<file path="src/rtl/prescaler_pkg.sv">
// Shared types and constants for the programmable prescaler.
package prescaler_pkg;
   localparam int PRESC_CNT_W = 16;
   localparam int DIV_MIN     = 1;

   typedef enum logic [1:0] {
      IDLE  = 2'd0,
      RUN   = 2'd1,
      DRAIN = 2'd2
   } state_e;
endpackage

</file>
<file path="src/rtl/prescaler_shadow.sv">
// Divisor shadow register: captures reload requests and swaps them into the
// active divisor only at a half-period boundary (or while idle), with a 1-cycle ack.
module prescaler_shadow
   import prescaler_pkg::*;
#(
   parameter int CNT_W     = PRESC_CNT_W,
   parameter int DIV_RESET = 4
) (
   input  logic             clk_in,
   input  logic             reset_n,
   input  logic             div_wr,
   input  logic [CNT_W-1:0] div_val,
   input  logic             apply_ok,
   output logic [CNT_W-1:0] div_active,
   output logic             div_ack
);
   logic [CNT_W-1:0] shadow_q, shadow_d;
   logic [CNT_W-1:0] active_q, active_d;
   logic [CNT_W-1:0] val_clamped;
   logic             pend_q, pend_d;
   logic             ack_q, ack_d;

   always_comb begin
      val_clamped = (div_val < CNT_W'(DIV_MIN)) ? CNT_W'(DIV_MIN) : div_val;
      shadow_d    = shadow_q;
      pend_d      = pend_q;
      active_d    = active_q;
      ack_d       = 1'b0;
      if (pend_q && apply_ok) begin
         // A write landing in the apply cycle is the newest value, so it goes live directly.
         active_d = div_wr ? val_clamped : shadow_q;
         if (div_wr)
            shadow_d = val_clamped;
         pend_d = 1'b0;
         ack_d  = 1'b1;
      end else if (div_wr) begin
         shadow_d = val_clamped;
         pend_d   = 1'b1;
      end
   end

   always_ff @(posedge clk_in or negedge reset_n) begin
      if (!reset_n) begin
         shadow_q <= CNT_W'(DIV_RESET);
         active_q <= CNT_W'(DIV_RESET);
         pend_q   <= 1'b0;
         ack_q    <= 1'b0;
      end else begin
         shadow_q <= shadow_d;
         active_q <= active_d;
         pend_q   <= pend_d;
         ack_q    <= ack_d;
      end
   end

   assign div_active = active_q;
   assign div_ack    = ack_q;
endmodule

</file>
<file path="src/rtl/prescaler_prog.sv">
// Runtime-programmable prescaler: run/drain FSM plus half-period counter.
// Optional PRESCALER_SYNC_EN adds a sync_req input that restarts the phase.
module prescaler_prog
   import prescaler_pkg::*;
#(
   parameter int CNT_W     = PRESC_CNT_W,
   parameter int DIV_RESET = 4
) (
   input  logic             clk_in,
   input  logic             reset_n,
   input  logic             en,
   input  logic             div_wr,
   input  logic [CNT_W-1:0] div_val,
`ifdef PRESCALER_SYNC_EN
   input  logic             sync_req,
`endif
   output logic             div_ack,
   output logic             clk_out,
   output logic             tick,
   output logic             busy
);
   state_e           state_q, state_d;
   logic [CNT_W-1:0] count_q, count_d;
   logic             clk_out_q, clk_out_d;
   logic             tick_q, tick_d;
   logic [CNT_W-1:0] div_active;
   logic [CNT_W-1:0] term_cnt;
   logic             running;
   logic             terminal;
   logic             sync_hit;
   logic             apply_ok;

   assign running  = (state_q != IDLE);
   assign term_cnt = div_active - CNT_W'(1);
   assign terminal = running && (count_q == term_cnt);

`ifdef PRESCALER_SYNC_EN
   assign sync_hit = running && sync_req;
`else
   assign sync_hit = 1'b0;
`endif

   assign apply_ok = terminal || !running || sync_hit;

   prescaler_shadow #(
      .CNT_W     (CNT_W),
      .DIV_RESET (DIV_RESET)
   ) u_shadow (
      .clk_in     (clk_in),
      .reset_n    (reset_n),
      .div_wr     (div_wr),
      .div_val    (div_val),
      .apply_ok   (apply_ok),
      .div_active (div_active),
      .div_ack    (div_ack)
   );

   always_comb begin
      state_d   = state_q;
      count_d   = count_q;
      clk_out_d = clk_out_q;
      tick_d    = 1'b0;

      if (terminal) begin
         count_d   = '0;
         clk_out_d = ~clk_out_q;
         tick_d    = 1'b1;
      end else if (running) begin
         count_d = count_q + CNT_W'(1);
      end

      case (state_q)
         IDLE: begin
            count_d   = '0;
            clk_out_d = 1'b0;
            if (en)
               state_d = RUN;
         end
         RUN: begin
            if (!en) begin
               if (!clk_out_q) begin
                  // Already low: stop at once without emitting a rising edge.
                  state_d   = IDLE;
                  count_d   = '0;
                  clk_out_d = 1'b0;
                  tick_d    = 1'b0;
               end else if (terminal) begin
                  state_d = IDLE;
               end else begin
                  state_d = DRAIN;
               end
            end
         end
         DRAIN: begin
            if (terminal)
               state_d = en ? RUN : IDLE;
            else if (en)
               state_d = RUN;
         end
         default: state_d = IDLE;
      endcase

      if (sync_hit) begin
         count_d   = '0;
         clk_out_d = 1'b0;
         tick_d    = 1'b0;
         state_d   = en ? RUN : IDLE;
      end
   end

   always_ff @(posedge clk_in or negedge reset_n) begin
      if (!reset_n) begin
         state_q   <= IDLE;
         count_q   <= '0;
         clk_out_q <= 1'b0;
         tick_q    <= 1'b0;
      end else begin
         state_q   <= state_d;
         count_q   <= count_d;
         clk_out_q <= clk_out_d;
         tick_q    <= tick_d;
      end
   end

   assign clk_out = clk_out_q;
   assign tick    = tick_q;
   assign busy    = running;
endmodule

</file>
<file path="config.mk">
export PLATFORM = sky130hd
export DESIGN_NAME = prescaler_prog
export DESIGN_NICKNAME = d
export VERILOG_FILES = /design/src/rtl/prescaler_pkg.sv /design/src/rtl/prescaler_shadow.sv /design/src/rtl/prescaler_prog.sv
export SDC_FILE = /design/constraint.sdc
export NUM_CORES = 1
export LEC_CHECK = 0
export CORE_UTILIZATION = 40
export CTS_CLUSTER_DIAMETER = 100
export DETAILED_ROUTE_END_ITERATION = 10
export PLACE_DENSITY = 0.69
export RECOVER_POWER = 25
export SETUP_SLACK_MARGIN = 0.4
export SLEW_MARGIN = 20
export SYNTH_ARGS = -nofsm -noshare
export SYNTH_HDL_FRONTEND = slang
export SYNTH_HIERARCHICAL = 1
export SYNTH_SLANG_ARGS = --single-unit
</file>
<file path="constraint.sdc">
create_clock -name clk_in -period 4.2 [get_ports clk_in]
set_input_delay 0.42 -clock clk_in [delete_from_list [all_inputs] [get_ports clk_in]]
set_output_delay 0.42 -clock clk_in [all_outputs]
set_load 0.03 [all_outputs]
</file>
# Word level (Yosys, flattened, before mapping)
# Cells that the tools add are included.
[word_totals]
in_bits = 20
register_bits = 54
output_inout_bits = 4
[classes]
mux = 25
n_lt_le_gt_ge = 1
reduce_logical = 7
n_addsub = 2
bitwise_logic = 1
eq_ne = 4
[op_table]
columns = ["op", "n"]
rows = [
  ["2-to-1 mux 16 bit", 6],
  ["one-hot mux 16 bit (2 select lines)", 1],
  ["adder 16 x 1 -> 16 bit, second input constant", 1],
  ["== test 16 bit", 1],
  ["< comparator 16 x 1 -> 1 bit, second input constant", 1],
  ["subtractor 16 x 1 -> 16 bit, second input constant", 1],
  ["2-to-1 mux 1 bit", 11],
  ["2-to-1 mux 2 bit", 5],
  ["one-hot mux 2 bit (3 select lines)", 1],
  ["nonzero test 2 bit", 2],
  ["== test 2 x 1 -> 1 bit, second input constant", 1],
  ["== test 2 bit, second input constant", 1],
  ["logical AND 1 bit", 2],
  ["logical NOT 2 bit", 1],
  ["inequality test 2 bit, second input constant", 1],
  ["one-hot mux 1 bit (2 select lines)", 1],
  ["logical NOT 1 bit", 1],
  ["logical OR 1 bit", 1],
  ["inverter 1 bit", 1],
]

# Depth between registers and ports, before layout
# Gate-level depths: netlist (run 1).
[logic_depth]
depth_word = 7
mapped_depth = 14

# By module
# The synthesis (run 1) kept the hierarchy.
[by_module_without_submodules]
columns = ["module", "cells_each", "area_per_inst_um2", "n_inst", "seq_area_each_um2"]
rows = [
  ["prescaler_prog", 189, 1655.3, 1, 500.5],
  ["prescaler_shadow", 82, 1358.8, 1, 853.3],
]

# Worst setup path after synthesis (run 1)
# OpenSTA, ideal clock, no wires.
[synth_path]
path_type = "register to register"
startpoint = "register u_shadow.active_q[0], in the netlist u_shadow/div_active[0]"
endpoint = "register u_shadow.active_q[10], in the netlist u_shadow/div_active[10]"
period_less_slack_ps = 3167
slack_ps = 1033
t_required_ps = 4075
path_stages_with_launch = 13
t_arrival_ps = 3042
path_cell_list = "dfrtp_1 > inv_1 > ha_1 > or4b_2 > o41ai_1 > o2bb2ai_1 > nor4b_1 > nand2_1 > nand2_1 > and2_1 > buf_4 > buf_4 > mux2_4"
[synth_via]
elab_chain_cells = 5
[synth_lines]
columns = ["element", "line_no", "text"]
rows = [
  ["from (decl)", "prescaler_shadow.sv:18", "logic [CNT_W-1:0] active_q, active_d;"],
  ["from (signal assigned)", "prescaler_shadow.sv:45", "active_q <= CNT_W'(DIV_RESET);"],
  ["from (signal assigned)", "prescaler_shadow.sv:50", "active_q <= active_d;"],
  ["subtractor 16 x 1 -> 16 bit", "prescaler_prog.sv:34", "assign term_cnt = div_active - CNT_W'(1);"],
  ["== test 16 bit", "prescaler_prog.sv:35", "assign terminal = running && (count_q == term_cnt);"],
  ["logical AND 1 bit", "prescaler_prog.sv:35", ""],
  ["logical OR 1 bit", "prescaler_prog.sv:43", "assign apply_ok = terminal || !running || sync_hit;"],
  ["via apply_ok", "prescaler_prog.sv:31", "logic apply_ok;"],
  ["logical AND 1 bit", "prescaler_shadow.sv:29", "if (pend_q && apply_ok) begin"],
]
# The timed path passes the listed nets, and every way through them passes these cells.
# A chain may end at the register's enable or synchronous reset.

# Final worst setup path (run 1)
[layout_path]
startpoint = "register u_shadow.active_q[0], in the netlist u_shadow/div_active[0]"
endpoint = "register u_shadow.active_q[15], in the netlist u_shadow/div_active[15]"
# Same word-level chain as after synthesis.

==> results of run 1 <==
==> what timing repair did <==
action / CTS / global route
resized for setup: 0 / 1
setup endpoints to repair: 0 / 17
setup buffers: 0 / 0
==> how the worst max path moves through the flow <==
stage	start	to	slack (ps)	cells after the start
floorplan	u_shadow/div_active[0]$_DFFE_PN0P_	u_shadow/div_active[10]$_DFFE_PN0P_	1030	12
global placement	u_shadow/div_active[0]$_DFFE_PN0P_	u_shadow/div_active[15]$_DFFE_PN0P_	770	12
detailed placement	u_shadow/div_active[0]$_DFFE_PN0P_	u_shadow/div_active[15]$_DFFE_PN0P_	660	12
CTS	u_shadow/div_active[0]$_DFFE_PN0P_	u_shadow/div_active[15]$_DFFE_PN0P_	630	12
global route	u_shadow/div_active[0]$_DFFE_PN0P_	u_shadow/div_active[15]$_DFFE_PN0P_	450	12
finish	u_shadow/div_active[0]$_DFFE_PN0P_	u_shadow/div_active[15]$_DFFE_PN0P_	740	11
==> layer usage <==
metal | vias up | part of all wire
met5 | - | 0
met4 | 0 | 0.021
met2 | 27 | 0.47
li1 | 1003 | -
met1 | 1004 | 0.49
met3 | 9 | 0.020
==> cells by family (layout without fill, tap and decap cells) <==
logic type      after synthesis  after routing
compound gates               31             31
mux                          31             31
buf+inv                      23             43
fa+ha+maj                     5              5
simple gates                 92             92
flops                        54             54
xor+xnor                     35             35
==> sequential cells by signal, summed over array words and instances (netlist names) <==
signal and flops:
state_q 2, u_shadow/div_active 16, u_shadow/pend_q 1, count_q 16, u_shadow/shadow_q 16, clk_out 1
u_shadow/div_ack 1, tick 1
==> area by class of cell <==
| cell class | count | area [µm²] | share of cell area |
|---|---|---|---|
| well taps | 99 | 124 | 0.0366 |
| multi-input cells | 194 | 1530 | 0.453 |
| clock buffers | 6 | 82.6 | 0.0244 |
| clock inverters | 2 | 17.5 | 0.00518 |
| inverters | 10 | 37.5 | 0.0111 |
| flip-flops and latches | 54 | 1350 | 0.400 |
| repair buffers | 25 | 236 | 0.0699 |
==> critical path: cells and delay by family, from the launching register on <==
family / cells / cell delay (ps)
buffers and inverters: 2 / 360
multiplexers: 1 / 370
adder cells (fa/ha/maj): 1 / 240
flip-flops: 1 / 460
AND/OR/NAND/NOR: 5 / 1460
AO/OA/AOI/OAI: 2 / 450
==> Yosys cell counts, drive strengths merged, types with 3 or more instances <==
cell,number
dfrtp,52
mux2,30
nor2,30
xor2,18
xnor2,16
nand3,13
inv,10
nor4,9
nand2,8
o21ai,8
clkbuf,7
buf,6
nor3,6
ha,5
nand2b,5
a21oi,4
nand4,4
or3,3
or4,3
==> cells in the final DEF (no fill, tap or decap), types with 10 or more instances in the layout <==
cell type	n
xor2_1	18
mux2_2	18
mux2_4	12
xnor2_1	16
nor2_1	20
inv_1	10
clkdlybuf4s50_1	22
nor2_2	10
dfrtp_1	52
nand3_1	13
==> power by group <==
group,internal (mW),switching (mW)
registers,0.585,0.0912
clock network,0.136,0.184
logic,0.177,0.146
==> metrics by stage <==
stage / hold slack [ps] / cells
3_3_place_gp: 475 / 382
4_1_cts: 242 / 390
5_1_grt: 514 / 390
3_5_place_dp: 481 / 382
2_1_floorplan: 124 / 271
6_report: 497 / 390
==> flow_summary.json, run 1 <==
{
  "status": "finished, violations left",
  "violations": "max-capacitance violations, max-slew violations",
  "fp-row-count": 31,
  "skew_ps": 4.70,
  "fp.dieH_um": 88.8,
  "synth_top_family_by_area": "simple AND/OR/NAND/NOR gates",
  "cts.clk_slew.worst_paths_ps": 100,
  "synth-compound-area-share": 0.0743,
  "drt_wl_total_mm": 5.74,
  "die_w_um": 88.8,
  "clockBufferDepth": 2,
  "post-route-period-util": 0.824,
  "synth_top_area_share": 0.432,
  "numClockSinks": 54,
  "whs_endpoint": "u_shadow/pend_q$_DFFE_PN0P_",
  "grt_pass1_wl_mm": 9.64,
  "fin_nets": 315,
  "crit_slowest_cell": "or4b_2",
  "viasPerCell": 5.24,
  "hold_start": "u_shadow/pend_q$_DFFE_PN0P_",
  "r2r_end": "u_shadow/div_active[15]$_DFFE_PN0P_",
  "cts_root_buf": "clkbuf_8",
  "drv_cap": 1,
  "synth_xor_area_frac": 0.106,
  "layout-drive-gt1-share": 0.206,
  "grt_max_degree": 55,
  "drt-wirelength-per-cell_um": 14.7,
  "yosys.area.top_type": "dfrtp_1",
  "rsz0062_at_grt": "false",
  "drv_slew": 55,
  "ys_seq_elements": 54,
  "worst_pin_slew_ps": 2860,
  "relSlewSlack": -0.909,
  "synth_edf_count": 0,
  "coreArea_um2": 7250,
  "cp_data_required_time_ps": 4410,
  "avgSynthCellArea_um2": 11.1,
  "hold_path_class": "flip-flop to flip-flop",
  "p_leak_nw": 1.38,
  "dp_hpwl_mm": 4.14,
  "fmax_mhz": 289,
  "hold_depth": 2,
  "cp-start-kind": "flip-flop",
  "cp-end-kind": "flip-flop",
  "cts_inserted_buffers": 5,
  "nFillCells": 688,
  "cts_tree": "built",
  "finalHoldViolCount": 0,
  "netlist_top_cells_area": "dfrtp_1 43%, mux2_2 6.7%, mux2_4 6.0%",
  "setup_violations": 0,
  "grt_pass1_vias": 1989,
  "place_area_um2": 3280,
  "synthSimpleGateAreaFrac": 0.174,
  "globalRouteMet2Util": 0.269,
  "top_usage_layer": "met2",
  "hold_buffers": 0,
  "critPathMostFrequentCell": "nand2_1",
  "initial_core_util": 0.416,
  "path_class": "flip-flop to flip-flop",
  "reg2reg_depth": 11,
  "cpPeakStageDelay_ps": 640,
  "syn_inst": 271,
  "die_area_um2": 7890,
  "drtIter0Drc": 104,
  "dp_slack_ps": 659,
  "n_antenna_cell": 0,
  "utilization": 0.467,
  "track_usage": 0.162,
  "tns_ps": 0,
  "antenna_found_initial": 0,
  "top_level_ports": 24,
  "crit_arrival_ps": 3670,
  "r2r_slack_ps": 740,
  "syn_area_um2": 3010,
  "asyncSetResetFlopFracSynth": 1.00,
  "design_power_total_mw": 1.32,
  "syn_nets": 296,
  "htree_levels": 2,
  "path_cells": "inv_1 > ha_1 > or4b_2 > o41ai_1 > o2bb2ai_1 > nor4b_1 > nand2_1 > nand2_1 > and2_1 > buf_4 > mux2_2",
  "met1_usage": 0.216,
  "synthFlopType": "dfrtp_1",
  "drc": 0,
  "gp_congestion": 0.799,
  "drt.antenna.violating_nets": 0,
  "min_period_ps": 3460,
  "first_pass_iters": 4,
  "num_vias": 2043,
  "grt-ovfl-total": 0,
  "ys_seq_area_frac": 0.449,
  "use_met3": 0.0196,
  "portBuffers": 23,
  "synthToLayoutAreaGrowth_pct": 12.3,
  "synthMuxAreaShare": 0.130,
  "finalWorstSetupSlack_ps": 740,
  "synthDistinctLibCells": 57,
  "ys_warn_count": 6,
  "reg2reg_from": "u_shadow/div_active[0]$_DFFE_PN0P_",
  "vdd_drop_max_v": 0.000150,
  "p_per_area_nw_per_um2": 390,
  "synth_adder_area_share": 0.0208,
  "clock_latency_ps": 320,
  "path_max_fanout": 19,
  "design_area_um2": 3380
}
Power figures use the tool's default switching activity.
==> run 2: changes to the inputs <==
==> constraint.sdc (replaced) <==
create_clock -name clk_in -period 3.3 [get_ports clk_in]
set_input_delay 0.33 -clock clk_in [delete_from_list [all_inputs] [get_ports clk_in]]
set_output_delay 0.33 -clock clk_in [all_outputs]
set_load 0.03 [all_outputs]
==> run 2 against run 1 <==
Worst hold slack worse by 200 ps. Setup slack got worse by 600 ps. The flow still finishes with violations (max-capacitance violations, max-slew violations). Highest routed layer unchanged. First-iteration DRC count increased by 25%. Largest cell class unchanged. Largest power group unchanged. Wire length grew 36%. Count of clock-buffer cells in the layout did not move. Critical path type unchanged.
==> flow_summary.json, run 2 (same netlist as run 1, synthesis figures left out) <==
{
  "status": "finished, violations left",
  "violations": "max-capacitance violations, max-slew violations",
  "clock_latency_ps": 330,
  "cpPeakStageDelay_ps": 450,
  "drtIter0Drc": 130,
  "dp_slack_ps": 256,
  "top_level_ports": 24,
  "layout-drive-gt1-share": 0.388,
  "die_w_um": 88.8,
  "fp.dieH_um": 88.8,
  "grt_pass1_wl_mm": 11.6,
  "path_class": "flip-flop to flip-flop",
  "path_max_fanout": 5,
  "cts_root_buf": "clkbuf_8",
  "rsz0062_at_grt": "true",
  "cts_inserted_buffers": 5,
  "cts_tree": "built",
  "fin_nets": 354,
  "final_cell_mix": "50 x dfrtp_1, 21 x clkdlybuf4s50_1, 21 x buf_4",
  "cp-start-kind": "flip-flop",
  "antenna_found_initial": 0,
  "min_period_ps": 3160,
  "p_per_area_nw_per_um2": 477,
  "p_leak_nw": 1.65,
  "fmax_mhz": 316,
  "crit_slowest_cell": "dfrtp_1",
  "setup_violations": 0,
  "vdd_drop_max_v": 0.000208,
  "crit_arrival_ps": 3420,
  "drt_wl_total_mm": 7.82,
  "grt-ovfl-total": 0,
  "relSlewSlack": -0.0188,
  "drv_cap": 1,
  "track_usage": 0.197,
  "hold_path_class": "input port to asynchronous set/reset pin",
  "portBuffers": 23,
  "gp_congestion": 0.871,
  "fp-row-count": 31,
  "drt.antenna.violating_nets": 0,
  "cts.clk_slew.worst_paths_ps": 110,
  "coreArea_um2": 7250,
  "worst_pin_slew_ps": 1530,
  "clockBufferDepth": 2,
  "first_pass_iters": 5,
  "die_area_um2": 7890,
  "n_antenna_cell": 0,
  "design_area_um2": 4060,
  "drc": 0,
  "cp-end-kind": "flip-flop",
  "hold_buffers": 0,
  "finalHoldViolCount": 0,
  "htree_levels": 2,
  "nFillCells": 591,
  "finalWorstSetupSlack_ps": 137,
  "drt-wirelength-per-cell_um": 18.2,
  "place_area_um2": 3380,
  "initial_core_util": 0.416,
  "drv_slew": 29,
  "tns_ps": 0,
  "cp_data_required_time_ps": 3560,
  "grt_max_degree": 29,
  "path_cells": "inv_2 > ha_4 > nor4b_4 > buf_4 > mux2i_4 > o32a_1 > nand4_1 > nor4b_4 > nand2_2 > nand2_2 > and2_4 > buf_6 > buf_16 > mux2_2",
  "numClockSinks": 54,
  "skew_ps": 17.6,
  "viasPerCell": 5.40,
  "post-route-period-util": 0.959,
  "layout_commonest_cell": "dfrtp_1",
  "grt_pass1_vias": 2261,
  "design_power_total_mw": 1.94,
  "num_vias": 2317,
  "dp_hpwl_mm": 4.39,
  "synthToLayoutAreaGrowth_pct": 34.7
}
run 2: cell types whose count changed in the layout (fill, tap and decap cells not counted), moves of 4 or more:
| cell | delta |
|---|---|
| mux2_4 | +8 |
| buf_6 | +14 |
| mux2_2 | -8 |
| nor2_1 | -5 |
| nor2_4 | +9 |
| nor2_2 | -4 |
| buf_4 | +20 |
run 2: layer usage:
layer  share of wire  global-route usage
met1            0.44               0.261
met5               0                   0
met3           0.034              0.0336
met4           0.031              0.0660
met2            0.50               0.328
run 2: final cells by class:
type / count / area (µm²) / share of cell area
clock buffer: 6 / 82.6 / 0.0203
clock inverter: 2 / 16.3 / 0.00401
inverter: 10 / 37.5 / 0.00925
multi-input combinational: 194 / 1780 / 0.438
sequential: 54 / 1360 / 0.334
tap: 99 / 124 / 0.0305
timing repair buffer: 64 / 666 / 0.164
run 2: stage by stage:
step / util / instances / hold WS (ps)
2_1_floorplan: - / 271 / 34.4
3_3_place_gp: 0.467 / 391 / 358
3_5_place_dp: 0.467 / 391 / 360
4_1_cts: 0.518 / 420 / 8.82
5_1_grt: 0.560 / 429 / 426
6_report: 0.560 / 429 / 299
run 2: worst paths after layout:
| kind | end | start | cells after the start | slack (ps) |
|---|---|---|---|---|
| hold reg to reg | u_shadow/shadow_q[12]$_DFF_PN0_ | u_shadow/shadow_q[12]$_DFF_PN0_ | 1 | 510 |
| setup / recovery | u_shadow/div_active[2]$_DFFE_PN1P_ | u_shadow/div_active[1]$_DFFE_PN0P_ | 14 | 140 |
| min in group clk_in | u_shadow/shadow_q[12]$_DFF_PN0_ | u_shadow/shadow_q[12]$_DFF_PN0_ | 1 | 510 |
| setup reg to reg | u_shadow/div_active[2]$_DFFE_PN1P_ | u_shadow/div_active[1]$_DFFE_PN0P_ | 14 | 140 |
| max in group asynchronous | count_q[9]$_DFF_PN0_ | reset_n | 2 | 940 |
| hold / removal | u_shadow/div_active[8]$_DFFE_PN0P_ | reset_n | 1 | 300 |
run 2: critical path: cells and delay by family (launching register included):
kind | cells | cell delay (ps)
and+or+nand+nor | 6 | 1180
muxes | 2 | 580
buffers and inverters | 4 | 570
DFF | 1 | 450
AOI/OAI and AO/OA | 1 | 180
adders and majority gates | 1 | 150
run 2: timing repair:
action | in CTS | in global routing
endpoints found under the setup margin | 23 | 37
gates cloned | 3 | 0
setup buffers | 18 | 9
gates resized for setup | 12 | 62
pin swaps | 9 | 23
run 2: where the power goes:
part           leakage, nW  switching (mW)  total, mW  internal [mW]
registers            0.670          0.0864      0.832          0.745
clock network       0.0478           0.234      0.407          0.173
logic                0.930           0.327      0.699          0.372
